<file path="src/rtl/freq_gate_ctrl.sv">
// rtl/freq_gate_ctrl.sv - measurement sequencer for the frequency counter gate
//
// Purpose:
//   Opens and closes the counting gate from the 1 us timebase strobe.
//   Gates input edges into the BCD edge counter.
//   Issues that counter's clear and latch pulses.
//   Selects the gate time: GATE_BASE * 10^range ticks, range 0..3.
//
// Optional feature:
//   FREQ_GATE_AUTORANGE_EN - when defined, the gate range comes from an internal
//   auto-range register updated at every latch, and range_sel is ignored.
//   When undefined, the range is range_sel sampled in CLEAR, and ctr_msd_zero
//   is unused.
//
// Ports:
//   clk           in   system clock
//   rst           in   synchronous active-high reset
//   tick_1us      in   one-cycle strobe per microsecond
//   sig_edge      in   one-cycle pulse per synchronized rising edge of the input
//   run           in   level, high = continuous measurement
//   range_sel     in   manual gate range 0..3
//   ctr_carry     in   BCD counter carry-out (overflow)
//   ctr_msd_zero  in   most significant live BCD digit is zero
//   cnt_en        out  registered count enable to the BCD counter
//   ctr_clear     out  one-cycle clear to the BCD counter
//   ctr_latch     out  one-cycle latch strobe to the BCD counter
//   gate_open     out  high while the gate is open
//   range         out  range of the displayed result
//   ovf           out  displayed result overflowed
//   busy          out  high in any state except IDLE
module freq_gate_ctrl #(
  parameter int GATE_BASE  = 10000,
  parameter int HOLD_TICKS = 200000
) (
  input  logic       clk,
  input  logic       rst,
  input  logic       tick_1us,
  input  logic       sig_edge,
  input  logic       run,
  input  logic [1:0] range_sel,
  input  logic       ctr_carry,
  input  logic       ctr_msd_zero,
  output logic       cnt_en,
  output logic       ctr_clear,
  output logic       ctr_latch,
  output logic       gate_open,
  output logic [1:0] range,
  output logic       ovf,
  output logic       busy
);

  localparam int BASE_W = (GATE_BASE > 1) ? $clog2(GATE_BASE) : 1;
  localparam int HOLD_W = (HOLD_TICKS > 1) ? $clog2(HOLD_TICKS) : 1;
  localparam logic [BASE_W-1:0] BASE_LAST = BASE_W'(GATE_BASE - 1);
  localparam logic [HOLD_W-1:0] HOLD_LAST = HOLD_W'(HOLD_TICKS - 1);

  typedef enum logic [2:0] {
    S_IDLE, S_CLEAR, S_ARM, S_GATE, S_LATCH, S_HOLD
  } state_t;

  state_t            state_q, state_d;
  logic [BASE_W-1:0] base_q, base_d;
  logic [2:0][3:0]   dec_q, dec_d, dec_inc;
  logic [HOLD_W-1:0] hold_q, hold_d;
  logic [1:0]        act_q, act_d;
  logic [1:0]        range_q, range_d;
  logic              sticky_q, sticky_d;
  logic              ovf_q, ovf_d;
  logic              cnt_en_q;
  logic              dec_last;

`ifdef FREQ_GATE_AUTORANGE_EN
  logic [1:0] auto_q, auto_d;
  logic [1:0] unused_range_sel;
  assign unused_range_sel = range_sel;
`else
  logic unused_msd_zero;
  assign unused_msd_zero = ctr_msd_zero;
`endif

  // Decade counting is done as three cascaded BCD digits so that range 3
  // (1000 base wraps) fits; digits at or above the active range never move.
  always_comb begin
    logic carry_c;
    dec_inc = dec_q;
    carry_c = 1'b1;
    for (int i = 0; i < 3; i++) begin
      if (carry_c) begin
        if (dec_q[i] == 4'd9) begin
          dec_inc[i] = 4'd0;
        end else begin
          dec_inc[i] = dec_q[i] + 4'd1;
          carry_c    = 1'b0;
        end
      end
    end
  end

  // All digits below the active range at 9 means 10^range - 1 wraps done.
  always_comb begin
    dec_last = 1'b1;
    for (int i = 0; i < 3; i++) begin
      if (i < int'(act_q) && dec_q[i] != 4'd9) dec_last = 1'b0;
    end
  end

  always_comb begin
    state_d  = state_q;
    base_d   = base_q;
    dec_d    = dec_q;
    hold_d   = hold_q;
    act_d    = act_q;
    range_d  = range_q;
    sticky_d = sticky_q;
    ovf_d    = ovf_q;
`ifdef FREQ_GATE_AUTORANGE_EN
    auto_d   = auto_q;
`endif
    case (state_q)
      S_IDLE: if (run) state_d = S_CLEAR;
      S_CLEAR: begin
`ifdef FREQ_GATE_AUTORANGE_EN
        act_d = auto_q;
`else
        act_d = range_sel;
`endif
        sticky_d = 1'b0;
        state_d  = S_ARM;
      end
      S_ARM: begin
        if (tick_1us) begin
          base_d  = '0;
          dec_d   = '0;
          state_d = S_GATE;
        end
      end
      S_GATE: begin
        if (ctr_carry) sticky_d = 1'b1;
        if (tick_1us) begin
          if (base_q == BASE_LAST) begin
            base_d = '0;
            if (dec_last) state_d = S_LATCH;
            else          dec_d   = dec_inc;
          end else begin
            base_d = base_q + 1'b1;
          end
        end
      end
      S_LATCH: begin
        // The carry may arrive together with the final counted edge.
        ovf_d   = sticky_q | ctr_carry;
        range_d = act_q;
        hold_d  = '0;
`ifdef FREQ_GATE_AUTORANGE_EN
        if ((sticky_q | ctr_carry) && auto_q != 2'd0) auto_d = auto_q - 2'd1;
        else if (ctr_msd_zero && auto_q != 2'd3)      auto_d = auto_q + 2'd1;
`endif
        state_d = S_HOLD;
      end
      S_HOLD: begin
        if (tick_1us) begin
          if (hold_q == HOLD_LAST) state_d = run ? S_CLEAR : S_IDLE;
          else                     hold_d  = hold_q + 1'b1;
        end
      end
      default: state_d = S_IDLE;
    endcase
  end

  always_ff @(posedge clk) begin
    if (rst) begin
      state_q  <= S_IDLE;
      base_q   <= '0;
      dec_q    <= '0;
      hold_q   <= '0;
      act_q    <= 2'd0;
      range_q  <= 2'd0;
      sticky_q <= 1'b0;
      ovf_q    <= 1'b0;
      cnt_en_q <= 1'b0;
`ifdef FREQ_GATE_AUTORANGE_EN
      auto_q   <= 2'd3;
`endif
    end else begin
      state_q  <= state_d;
      base_q   <= base_d;
      dec_q    <= dec_d;
      hold_q   <= hold_d;
      act_q    <= act_d;
      range_q  <= range_d;
      sticky_q <= sticky_d;
      ovf_q    <= ovf_d;
      cnt_en_q <= sig_edge & (state_q == S_GATE);
`ifdef FREQ_GATE_AUTORANGE_EN
      auto_q   <= auto_d;
`endif
    end
  end

  assign cnt_en    = cnt_en_q;
  assign ctr_clear = (state_q == S_CLEAR);
  assign ctr_latch = (state_q == S_LATCH);
  assign gate_open = (state_q == S_GATE);
  assign range     = range_q;
  assign ovf       = ovf_q;
  assign busy      = (state_q != S_IDLE);

endmodule

</file>
<file path="config.mk">
export PLATFORM = sky130hd
export DESIGN_NAME = freq_gate_ctrl
export DESIGN_NICKNAME = d
export VERILOG_FILES = /design/src/rtl/freq_gate_ctrl.sv
export SDC_FILE = /design/constraint.sdc
export NUM_CORES = 1
export LEC_CHECK = 0
export CAP_MARGIN = 20
export CELL_PAD_IN_SITES_DETAIL_PLACEMENT = 0
export CELL_PAD_IN_SITES_GLOBAL_PLACEMENT = 1
export CORE_ASPECT_RATIO = 1.4
export CORE_UTILIZATION = 40
export DETAILED_ROUTE_END_ITERATION = 7
export GPL_ROUTABILITY_DRIVEN = 0
export PLACE_DENSITY_LB_ADDON = 0.3
export REMOVE_ABC_BUFFERS = 1
export SYNTH_ARGS = -nofsm -noshare
export SYNTH_HDL_FRONTEND = slang
export SYNTH_SLANG_ARGS = --single-unit
</file>
<file path="constraint.sdc">
create_clock -name clk -period 2.1 [get_ports clk]
set_input_delay 0.525 -clock clk [delete_from_list [all_inputs] [get_ports clk]]
set_output_delay 0.525 -clock clk [all_outputs]
set_load 0.05 [all_outputs]
</file>
Yosys cells after proc, flatten, opt, wreduce, memory -nomap -nowiden:

Index checks and enable logic that the tools add are counted.

* bits in registers: 54

* add/subtract/negate cells: 5
* order comparisons: 3
* eq/ne operators: 25
* mux-type cells: 34
* bitwise operators: 2
* reduce and logical (&&, ||, !) cells: 15

Operators by type and width (count)
* $mux 12: 4
* $mux 14: 3
* $mux 18: 2
* $pmux 18 s2: 1
* $pmux 14 s2: 1
* $pmux 12 s2: 1
* $mux 3: 7
* $mux 4: 5
* $add 18x1->18 const B: 1
* $eq 18x18->1 const B: 1
* $pmux 3 s6: 1
* $ne 2x2->1 const B: 8
* $add 14x1->14 const B: 1
* $eq 14x14->1 const B: 1
* $add 4x1->4 const B: 3
* $eq 4x4->1 const B: 3
* $ne 4x4->1 const B: 3
* $reduce_and 6->1: 2
* $mux 1: 8
* $ne 2x1->1 const B: 4
* $reduce_and 7->1: 1
* $eq 3x2->1 const B: 2
* $eq 3x3->1 const B: 2
* $reduce_and 3->1: 2
* 12 further kinds: 17

Longest topological paths before layout:

Gate-level depths: netlist of the first run.

* depth after elaboration: 9
* gate-level depth with buffers: 10
* gate-level depth less buffers: 7

Least setup slack after synthesis of the first run:

OpenSTA, ideal clock, no wires.

* path type: reg2out
* from: reg state_q[0]
* to: out ctr_clear
* arrival: 1772 ps
* path slack: -197 ps
* cell stages (with the launch flop): 3
* cells stage by stage: dfxtp_1 inv_2 nor3_1

* longest elaborated chain between the ends: 1

RTL lines
* start: declaration: line 61 `state_t state_q, state_d;`
* start signal: assignment: line 185 `state_q <= state_d;`
* $eq 3x1->1: line 201 `assign ctr_clear = (state_q == S_CLEAR);`
* end: declaration: line 44 `output logic ctr_clear,`

Every way passes these cells.

Final worst setup path of the first run:

* from: reg base_q[5]
* to: reg dec_q[10] (netlist bit)

* longest elaborated chain between the ends: 3

RTL lines
* start: declaration: line 62 `logic [BASE_W-1:0] base_q, base_d;`
* start signal: assignment: line 186 `base_q <= base_d;`
* $eq 14x14->1: line 140 `if (base_q == BASE_LAST) begin`
* $ne 2x1->1 (no line)
* $reduce_and 6->1 (no line)
* end signal: assignment: line 174 `dec_q <= '0;`
* end signal: assignment: line 187 `dec_q <= dec_d;`
* end: declaration: line 63 `logic [2:0][3:0] dec_q, dec_d, dec_inc;`

Every way passes these cells.
A chain may end at the register's enable or synchronous reset.

==> results of run 1 <==
## synth_stat cells (4+ instances only)
master / count / area (µm²)
xor2_1: 5 / 43.8
and3_1: 9 / 56.3
clkbuf_1: 13 / 48.8
o31ai_1: 7 / 52.6
or4_1: 8 / 60.1
a211oi_1: 5 / 37.5
nor2_1: 36 / 135
ha_1: 8 / 100
dfxtp_1: 54 / 1080
nand2b_1: 4 / 25.0
xnor2_1: 6 / 52.6
nand2_1: 27 / 101
or3_1: 9 / 56.3
inv_1: 10 / 37.5
nand3_1: 12 / 60.1
nand3b_1: 4 / 30.0
o21ai_0: 19 / 95.1
a31oi_1: 6 / 37.5
nand4_1: 11 / 68.8
a21oi_1: 33 / 165
nor3_1: 15 / 75.1
nand4b_1: 4 / 35.0
and4_1: 6 / 52.6
## power by group
| part | total, mW | switching [mW] | internal [mW] |
|---|---|---|---|
| Clock | 0.610 | 0.342 | 0.267 |
| Sequential | 1.05 | 0.0110 | 1.04 |
| Combinational | 0.412 | 0.231 | 0.181 |
| Total | 2.07 | 0.584 | 1.49 |
## worst register-to-register path, stage by stage (launching register included)
cell and delay, ns:
dfxtp_2 0.33, or3_4 0.39, nor4_4 0.25, buf_4 0.19, o2111ai_4 0.16, or3_1 0.40
a32o_1 0.22
## sequential cells by signal, summed over array words and instances, names as in the netlist
signal    count
act_q         2
base_q       14
cnt_en        1
dec_q        12
hold_q       18
ovf           1
range         2
state_q       3
sticky_q      1
## routing by layer
layer	vias to the layer above	track usage	wire length [µm]
li1	1473	-	-
met1	1354	0.237	3170
met2	35	0.365	3820
met3	11	0.0368	153
met4	0	0.0728	142
met5	-	0	0
## worst max-delay path by stage
stage	startpoint	end	slack (ns)	cells past startpoint
finish	base_q[5]$_SDFFE_PP0P_	dec_q[10]$_SDFFE_PP0P_	0.07	6
detailed placement	tick_1us	dec_q[10]$_SDFFE_PP0P_	-0.32	5
global route	base_q[5]$_SDFFE_PP0P_	dec_q[8]$_SDFFE_PP0P_	-0.02	6
global placement	tick_1us	dec_q[10]$_SDFFE_PP0P_	-0.30	5
floorplan	state_q[0]$_SDFFE_PP0P_	ctr_clear	-0.36	2
CTS	tick_1us	hold_q[11]$_SDFFE_PP0P_	0.007	5
## final cells by class
type | instances | area [µm²]
fillers | 686 | 3340
multi-input cells | 280 | 1790
flip-flops and latches | 54 | 1090
repair buffers | 68 | 603
well taps | 95 | 119
clock buffers | 7 | 86.3
inverters | 12 | 45.0
clock inverters | 1 | 5.00
## kinds of logic after synthesis
logic type / synth area share
mux: 0.0139
fa+ha+maj: 0.0338
buf+inv: 0.0451
simple gates: 0.304
xor+xnor: 0.0325
compound gates: 0.206
flops: 0.365
## what timing repair did
action / in CTS / in global routing
pin swaps: 1 / 6
resized for setup: 3 / 13
buffers inserted: 2 / 2
endpoints found under the setup margin: 5 / 15
gates cloned: 0 / 0
## through the flow
| stage | utilization | cells | power [mW] |
|---|---|---|---|
| CTS | 0.521 | 515 | 2.09 |
| global placement | 0.504 | 505 | 1.47 |
| finish | 0.528 | 517 | 2.07 |
| global route | 0.528 | 517 | 2.17 |
| detailed placement | 0.504 | 505 | 1.47 |
| floorplan | - | 346 | 1.26 |
==> reports/qor.csv, run 1 <==
stage,metric,value,unit
status,outcome,"finished, final reports clean",
place,dp_slack,-0.323,ns
cells_and_area,nNetsFinal,438,
cells_and_area,final_cell_mix,"buf_4 (52), dfxtp_1 (47), nor2_1 (35)",
global_routing,grt_start_max_net_pins,32,
critical_path,path_class,flip-flop to flip-flop,
sta,worstMarginPinSlew,0.827,ns
critical_path,cp-end-kind,flip-flop,
cells_and_area,area_delta_synth_final,25.9,%
sta,fmax,0.494,GHz
route,drc,0,
floorplanning,initial_core_util,0.419,
route,antenna_left,0,
clock_network,cts_tree,built,
worst_hold_path,hold_class,flip-flop to flip-flop,
synthesis,ys_seq_elements,54,
sta,tns,0,ns
synthesis,syn_area,2970,µm²
global_routing,overflow,0,
critical_path,path_buf_inv,1,
floorplanning,dieArea,7770,µm²
route,first_pass_iters,6,
clock_network,cts.sinks,54,
worst_hold_path,whs_path_depth,2,
sta,hold_violations,0,
clock_network,cts_buffers,5,
clock_network,cts_max_level,2,
sta,drv_slew,0,
clock_network,cts_buffer_depth,2,
sta,setup_viol,0,
global_routing,grt_usage,0.205,
place,hpwl,5240,µm
worst_hold_path,hold-path-endpoint,sticky_q$_SDFFE_PP0P_,
critical_path,ff2ff_setup_slack,0.07,ns
power_and_ir_drop,max-vdd-ir-drop,373,µV
synthesis,ys_warn_count,0,
synthesis,synth_edf_count,0,
sta,fin_crit,2.03,ns
cells_and_area,n_antenna_cell,0,
cells_and_area,final_common_cell,buf_4,
route,routed_wl,7280,µm
synthesis,ys_seq_area_frac,0.365,
critical_path,cp_max_fo,7,
critical_path,r2r_end,dec_q[10]$_SDFFE_PP0P_,
critical_path,reg2reg_depth,6,
sta,period_share,0.965,
sta,rsz0062_at_grt,yes,
synthesis,synth_ff_type,dfxtp_1,
floorplanning,io_pins,17,
clock_network,clk_latency,0.31,ns
route,drtIter0Drc,70,
place,port-buffer-count,15,
critical_path,worstPathRequired,2.31,ns
route,num_vias,2873,
floorplanning,rows,36,
critical_path,max_stage_delay,0.40,ns
synthesis,synthCells,365,
sta,slew_headroom,0.442,
global_routing,grt_pass1_vias,2889,
place,place_area,3570,µm²
cells_and_area,drive_above_1_share,0.206,
power_and_ir_drop,power_density,555,nW/µm²
critical_path,cp_top_family,simple AND/OR/NAND/NOR gates,
clock_network,clkSlewWorstSetupHoldPaths,0.09,ns
power_and_ir_drop,p_leak,1.35,nW
critical_path,slowest_stage,or3_1,
critical_path,reg2reg_from,base_q[5]$_SDFFE_PP0P_,
floorplanning,core,7070,µm²
synthesis,synth.avg_cell_area,8.12,µm²
route,routed_via_density,5.56,
critical_path,cp-start-kind,flip-flop,
cells_and_area,final_area,3730,µm²
global_routing,antenna_found_initial,0,
sta,worst_slack,0.0741,ns
critical_path,worstPathCellList,or3_4 > nor4_4 > buf_4 > o2111ai_4 > or3_1 > a32o_1,
synthesis,synth_cell_types,55,
critical_path,crit_arrival,2.23,ns
worst_hold_path,hold_path.startpoint,sticky_q$_SDFFE_PP0P_,
synthesis,synthArstFlopShare,0,
floorplanning,fp.dieH,104,µm
flow_run,maxCapViolCount,0,
route,avgRoutedWirePerCell,14.1,µm
clock_network,cts_hold_repair.buffers,0,
sta,skew,0.00484,ns
sta,hold_slack,0.472,ns
global_routing,grt_pass1_wl,12800,µm
clock_network,clockRootBuffer,clkbuf_8,
floorplanning,die_x,74.8,µm
Note: power is estimated with default switching activity, not from simulation.
==> inputs of run 2 (changes only) <==
--- a/config.mk
+++ b/config.mk
@@ -10,6 +10,7 @@
 export CELL_PAD_IN_SITES_GLOBAL_PLACEMENT = 1
 export CORE_ASPECT_RATIO = 1.4
 export CORE_UTILIZATION = 40
+export CTS_CLUSTER_SIZE = 16
 export DETAILED_ROUTE_END_ITERATION = 7
 export GPL_ROUTABILITY_DRIVEN = 0
 export PLACE_DENSITY_LB_ADDON = 0.3
==> results of run 2 <==
Same layout as run 1: the final DEF is identical, and so are final timing and power.
